[config.mk]
export PLATFORM = sky130hd
export DESIGN_NAME = bsg_manycore_outstanding_tracker
export DESIGN_NICKNAME = d
export VERILOG_FILES = /design/src/rtl/bsg_manycore_outstanding_tracker.sv
export SDC_FILE = /design/constraint.sdc
export NUM_CORES = 1
export LEC_CHECK = 0
export BUFFER_PORTS_ARGS = -buffer_cell sky130_fd_sc_hd__buf_2
export CORE_ASPECT_RATIO = 1.25
export CORE_UTILIZATION = 50
export CTS_BUF_LIST = sky130_fd_sc_hd__clkbuf_16
export DETAILED_ROUTE_END_ITERATION = 10
export PLACE_DENSITY = 0.86
export SYNTH_ARGS = -nofsm -noshare
export SYNTH_HDL_FRONTEND = slang
export SYNTH_SLANG_ARGS = --single-unit
export TNS_END_PERCENT = 1
[constraint.sdc]
create_clock -name clk_i -period 4.8 [get_ports clk_i]
set_input_delay 0 -clock clk_i [delete_from_list [all_inputs] [get_ports clk_i]]
set_output_delay 0 -clock clk_i [all_outputs]
set_load 0.005 [all_outputs]
[src/rtl/bsg_manycore_outstanding_tracker.sv]
// Outstanding remote request tracker for a manycore tile.
// Counts accepted forward-network launches against return credits, throttles
// launches at max_out_p, runs a drain-to-zero fence handshake, and keeps a
// high-water mark plus sticky overflow/underflow flags for readback.
module bsg_manycore_outstanding_tracker #(
  parameter int max_out_p    = 32,
  parameter int data_width_p = 32,
  parameter int debug_p      = 0,
  localparam int cnt_width_lp = $clog2(max_out_p + 1)
) (
  input  logic                    clk_i,
  input  logic                    reset_i,
  input  logic                    launch_v_i,
  output logic                    launch_credit_o,
  input  logic                    ret_v_i,
  input  logic                    fence_v_i,
  output logic                    fence_busy_o,
  output logic                    fence_yumi_o,
  input  logic                    hwm_clr_i,
  output logic [data_width_p-1:0] count_o,
  output logic [data_width_p-1:0] hwm_o,
  output logic                    overflow_o,
  output logic                    underflow_o
);

  localparam logic [cnt_width_lp-1:0] max_cnt_lp = cnt_width_lp'(max_out_p);
  localparam logic [cnt_width_lp-1:0] one_lp     = cnt_width_lp'(1);

  typedef enum logic [1:0] {
    IDLE  = 2'd0,
    DRAIN = 2'd1,
    ACK   = 2'd2
  } state_e;

  state_e state_r, state_n;

  logic [cnt_width_lp-1:0] count_r, count_n;
  logic [cnt_width_lp-1:0] hwm_r;
  logic                    overflow_r, underflow_r;
  logic                    ovf_set, unf_set;

  // Next count: saturate at both ends and flag the offending event instead.
  always_comb begin
    count_n = count_r;
    ovf_set = 1'b0;
    unf_set = 1'b0;
    if (launch_v_i & ~ret_v_i) begin
      if (count_r == max_cnt_lp) ovf_set = 1'b1;
      else                       count_n = count_r + one_lp;
    end else if (ret_v_i & ~launch_v_i) begin
      if (count_r == '0) unf_set = 1'b1;
      else               count_n = count_r - one_lp;
    end
  end

  // Count, high-water mark and sticky error flags.
  always_ff @(posedge clk_i) begin
    if (reset_i) begin
      count_r     <= '0;
      hwm_r       <= '0;
      overflow_r  <= 1'b0;
      underflow_r <= 1'b0;
    end else begin
      count_r <= count_n;
      if (hwm_clr_i || (count_n > hwm_r)) hwm_r <= count_n;
      if (ovf_set) overflow_r  <= 1'b1;
      if (unf_set) underflow_r <= 1'b1;
    end
  end

  // Fence state register.
  always_ff @(posedge clk_i) begin
    if (reset_i) state_r <= IDLE;
    else         state_r <= state_n;
  end

  // Fence next-state: drain waits on the registered count, ACK lasts one cycle.
  always_comb begin
    state_n = state_r;
    case (state_r)
      IDLE:    if (fence_v_i) state_n = DRAIN;
      DRAIN:   if (count_r == '0) state_n = ACK;
      ACK:     state_n = IDLE;
      default: state_n = IDLE;
    endcase
  end

  // Credit ignores same-cycle returns so it never depends on ret_v_i.
  assign launch_credit_o = (count_r < max_cnt_lp) && (state_r == IDLE);
  assign fence_busy_o    = (state_r != IDLE);
  assign fence_yumi_o    = (state_r == ACK);
  assign count_o         = data_width_p'(count_r);
  assign hwm_o           = data_width_p'(hwm_r);
  assign overflow_o      = overflow_r;
  assign underflow_o     = underflow_r;

  // Debug-only check that the core holds its fence request through the drain.
  always_ff @(posedge clk_i) begin
    if (!reset_i && (debug_p != 0) && (state_r == DRAIN))
      assert (fence_v_i);
  end

endmodule

* Word level (Yosys, flattened, before mapping)
Cells that the tools add are included.
** Cells by class
- $add $sub $neg :: 2
- Reduce and logical (&&, ||, !) cells :: 6
- Order comparisons :: 2
- Bitwise operators :: 4
- Eq/ne operators :: 5
- Multiplexer cells :: 12
** Operators by type and width (count)
- $mux W6 :: 4
- $add A6 B1 Y6 const B :: 1
- $eq A6 B6 Y1 const B :: 1
- $gt A6 B6 Y1 :: 1
- $logic_not A6 Y1 :: 1
- $lt A6 B6 Y1 const B :: 1
- $sub A6 B1 Y6 const B :: 1
- $mux W1 :: 5
- $mux W2 :: 2
- $ne A2 B2 Y1 const B :: 2
- $pmux W2 S2 :: 1
- $and A1 B1 Y1 :: 2
- $eq A2 B1 Y1 const B :: 1
- $eq A2 B2 Y1 const B :: 1
- $logic_not A2 Y1 :: 1
- $not A1 Y1 :: 2
- $reduce_and A2 Y1 :: 1
- $reduce_bool A2 Y1 :: 1
- $logic_and A1 B1 Y1 :: 1
- $logic_or A1 B1 Y1 :: 1
** Storage, ports and cells
- Bits of input ports :: 6
- Register bits :: 16

* Logic depth before layout (Yosys ltp)
- Word-level depth :: 6
- Gate-level depth with buffers :: 12
- Depth with buffers taken out :: 11

* Least setup slack after synthesis
No wires, ideal clock.
- Kind :: flip-flop to flip-flop
- Start point :: register count_r[1]
- End point :: register hwm_r[3]
- Clock period less this slack :: 3009 ps
- Cell stages (with the launch flop) :: 13
- Slack :: 1791 ps
- Setup time :: 121 ps
- Arrival time :: 2888 ps
- Cells stage by stage :: dfxtp_1 > inv_1 > ha_1 > nor4b_4 > a21oi_1 > o311ai_1 > inv_1 > ha_1 > nand2_1 > or4b_1 > clkbuf_1 > o41a_2 > mux2_4
** On the way
- Cells in the longest elaborated chain, start to end :: 6
- Elaborated cells between the ends (all ways) :: 10
** RTL lines
- start: declaration :: RTL line 37 : logic [cnt_width_lp-1:0] count_r, count_n;
- start signal: assignment :: RTL line 64 : count_r <= count_n;
- $sub A6 B1 Y6 / $logic_not A6 Y1 (equally long branches) :: RTL line 52, 51
- $mux W6 :: RTL line 51 : if (count_r == '0) unf_set = 1'b1;
- $mux W6 :: RTL line 50 : end else if (ret_v_i & ~launch_v_i) begin
- $mux W6 * :: RTL line 47 : if (launch_v_i & ~ret_v_i) begin
- via count_n[2] :: RTL line 37
- $gt A6 B6 Y1 * :: RTL line 65 : if (hwm_clr_i || (count_n > hwm_r)) hwm_r <= count_n;
- $logic_or A1 B1 Y1 * :: RTL line 65
- end signal: assignment :: RTL line 65
- end: declaration :: RTL line 38 : logic [cnt_width_lp-1:0] hwm_r;
Mark *: on every way through the listed nets, which the timed path passes. The rest lies on a longest branch.
A chain may end at the register's enable or synchronous reset.

* Final worst setup path
Same ends and word-level chain as after synthesis.

==> results.md <==
* Status: finished, final reports clean
* Primary FF master, synth: dfxtp_1
* F_max at between 300 and 400 MHz
* Synthesis-to-layout area growth at -0.323%
* Startpoint class of the critical path: register
* Full die area at ~3300 um^2
* Multiplexer share of the synthesized area at 0.0162
* Peak VDD IR at approximately 0.00031 V
* Setup slack, reg-to-reg at ~1.5 ns
* Longest Clk Path Bufs at 2
* Worst-path fanout max at 7
* Num rows at 22
* Clock Power Share at 0.184
* Initial drt markers at 27
* Worst clock skew at around 0.0028 ns
* Leakage at 0.772 nW
* Sw Pwr at around 400 uW
* Unrepaired setup endpoints after global routing: no
* Routability congestion estimate at 0.905
* Global-route wire length before repair at ~4500 um
* Crit path kind: reg -> reg
* Min cycle time layout at 3.30 ns
* Post-cts hold buffer count at 0
* Synth Cell Area at around 1500 um^2
* Initial core utilization at 0.525
* Die Wd at 51.8 um
* Drt pass-1 iters at 5
* Post-CTS Setup Inserts at 0
* CTS HTree Levels at 1
* Top cells by count, synth: buf_4, dfxtp_1, inv_1
* Post-synthesis simple-gate area fraction at 0.198
* Avg Inst Size Synth at roughly 8.2 um^2
* Count leader, synth: buf_4
* DRT antenna net count at 0
* Arrival @ worst endpoint at 3.44 ns
* Vias in the first global route at a little over 1000
* Setup crit end kind: register
* WP data required at just under 5 ns
* EDFF count, synth at 0
* Final Hold Viols at 0
* Worst-Skew Late Latency at ~0.25 ns
* Initial antenna violation count at 0
* Total DRC errors in the routed layout at 0
* FF+latch count, synth at 16
* Final Slew Violations at 0
* Num CTS Buffers at 3
* Core footprint at about 3000 um^2
* Total negative slack at 0 ns
* Nets at between 200 and 250
* Die height at roughly 64 um
* HPWL after detailed placement at about 2300 um
* CTS tree: built
* Synth area leaders: buf_4, dfxtp_1, ha_1, inv_1, a21oi_1
* Worst hold path depth at 3
* Fillers at between 300 and 400
* # port buffers at 22
* Post-synthesis sequential area ratio at 0.207
* Layout cell share with drive strength beyond 1 at 0.169
* Final wirelength at between 2000 and 3000 um
* Main combinational cell family by area after synthesis: buffers and inverters
* Compound-cell area share of the yosys netlist at 0.171
* Logic gate share of total power at 0.559
* Post-synthesis async set-or-reset flop share at 0
* Sw Ratio at 0.439
* Synthesis warning total at 0
* Area share of the largest cell type after synthesis at 0.257
* Worst r2r path cells at 11
* Via count at 1186
* Worst hold slack at about 0.046 ns
* Vias/cell at between 4 and 5
* Post-Syn Instances at between 150 and 200
* Worst-Margin Slew at 0.487 ns
* Adder-cell share of the synthesized area at 0.0728
* CTS resizes at 0
* Reg power frac at 0.257
* Internal power at around 500 uW
* Pin count of the biggest net entering global routing at 13
* GRT Residual Overflow at 0
* Worst Hold End: state_r[0]
* Worst slew margin at 0.670
* Diode count at 0
* Root Buffer: clkbuf_16
* Worst r2r src: count_r[1]
* Synth unique cells at between 40 and 50
* Total track usage at 0.180
* MaxCap Viol Count at 0
* Hold_sp: fence_v_i
* Num Clock Sinks at 16
* Period utilization at 0.687
* Post-DR wirelength/cell at around 12 um
* Setup violations, final at 0
* Power per cell area at 575 nW/um^2
* XOR/XNOR Fraction of Synth Area at 0.0226
* Clk pin slew, worst setup/hold paths at around 0.050 ns
* Worst hold path type: in -> reg
* Reg2reg end: hwm_r[3]
* Number of I/O pins at 75
* Area leader, netlist: buf_4
-- cell usage in the layout, fill, tap and decap left out, types with 3 or more instances in the layout --
master     instances
a21oi_1            9
buf_2             22
clkbuf_16          3
conb_1            52
dfxtp_1           16
ha_1               9
inv_1             13
nand2_1            7
nand3_1            7
nor2_1             9
nor3_1             6
o21ai_0            4
o221ai_1           5
xnor2_1            3
-- how the worst max path moves through the flow --
stage,startpoint,endpoint,slack [ns],cells past startpoint
finish,count_r[1],hwm_r[3],1.50,11
global placement,count_r[1],hwm_r[3],1.61,11
CTS,count_r[1],hwm_r[3],1.54,11
global route,count_r[1],hwm_r[5],1.34,11
floorplan,count_r[1],hwm_r[3],1.79,12
detailed placement,count_r[1],hwm_r[3],1.57,11
-- sequential cells by signal, indices dropped and copies added, names as in the netlist --
signal / flops
overflow_o: 1
state_r: 2
count_r: 6
underflow_o: 1
hwm_r: 6
-- cell families (layout without fill, tap and decap cells) --
kind of cell | Yosys count | in the layout
AND/OR/NAND/NOR | 49 | 49
other | 1 | 52
buffers and inverters | 72 | 39
flip-flops | 16 | 16
adder cells (fa/ha/maj) | 9 | 9
multiplexers | 2 | 2
XOR/XNOR | 4 | 4
AO/OA/AOI/OAI | 36 | 36
-- layer usage --
layer / global-route usage / up-vias / wire [um]
li1: - / 590 / -
met1: 0.207 / 539 / 1160
met2: 0.315 / 52 / 1480
met3: 0.0214 / 5 / 158
met4: 0.0946 / 0 / 30
met5: 0 / - / 0
-- layout make-up --
| cell class | count | area (um^2) | area share |
|---|---|---|---|
| inverters | 13 | 48.8 | 0.0316 |
| multi-input cells | 152 | 940 | 0.609 |
| repair buffers | 22 | 110 | 0.0714 |
| clock buffers | 3 | 75.1 | 0.0487 |
| well taps | 36 | 45.0 | 0.0292 |
| clock inverters | 1 | 3.75 | 0.00243 |
| flip-flops and latches | 16 | 320 | 0.208 |
-- critical path, stage by stage, from the launching register on --
cell,delay [ns]
dfxtp_1,0.36
inv_1,0.14
ha_1,0.19
nor4b_4,0.36
nand2_1,0.22
a21oi_1,0.35
nand2_1,0.11
ha_1,0.31
nand2_1,0.05
or4b_1,0.57
o41a_2,0.22
mux2_4,0.31
-- stage by stage --
stage | total power [mW] | cell area [um^2] | setup WS, ns | utilization | instances
after floorplan | 0.627 | 1740 | 1.79 | - | 240
after global placement | 0.709 | 1460 | 1.61 | 0.497 | 239
after detailed placement | 0.720 | 1460 | 1.57 | 0.497 | 239
after CTS | 0.886 | 1540 | 1.54 | 0.524 | 243
after global routing | 0.963 | 1540 | 1.34 | 0.524 | 243
final | 0.887 | 1540 | 1.50 | 0.524 | 243
-- power groups by stage --
stage,sequential (mW),clock (mW),combinational [mW]
2_1_floorplan,0.211,0,0.416
3_3_place_gp,0.230,0,0.480
3_5_place_dp,0.230,0,0.490
4_1_cts,0.228,0.164,0.495
5_1_grt,0.238,0.170,0.555
6_report,0.228,0.163,0.496
Note: power is estimated with default switching activity, not from simulation.
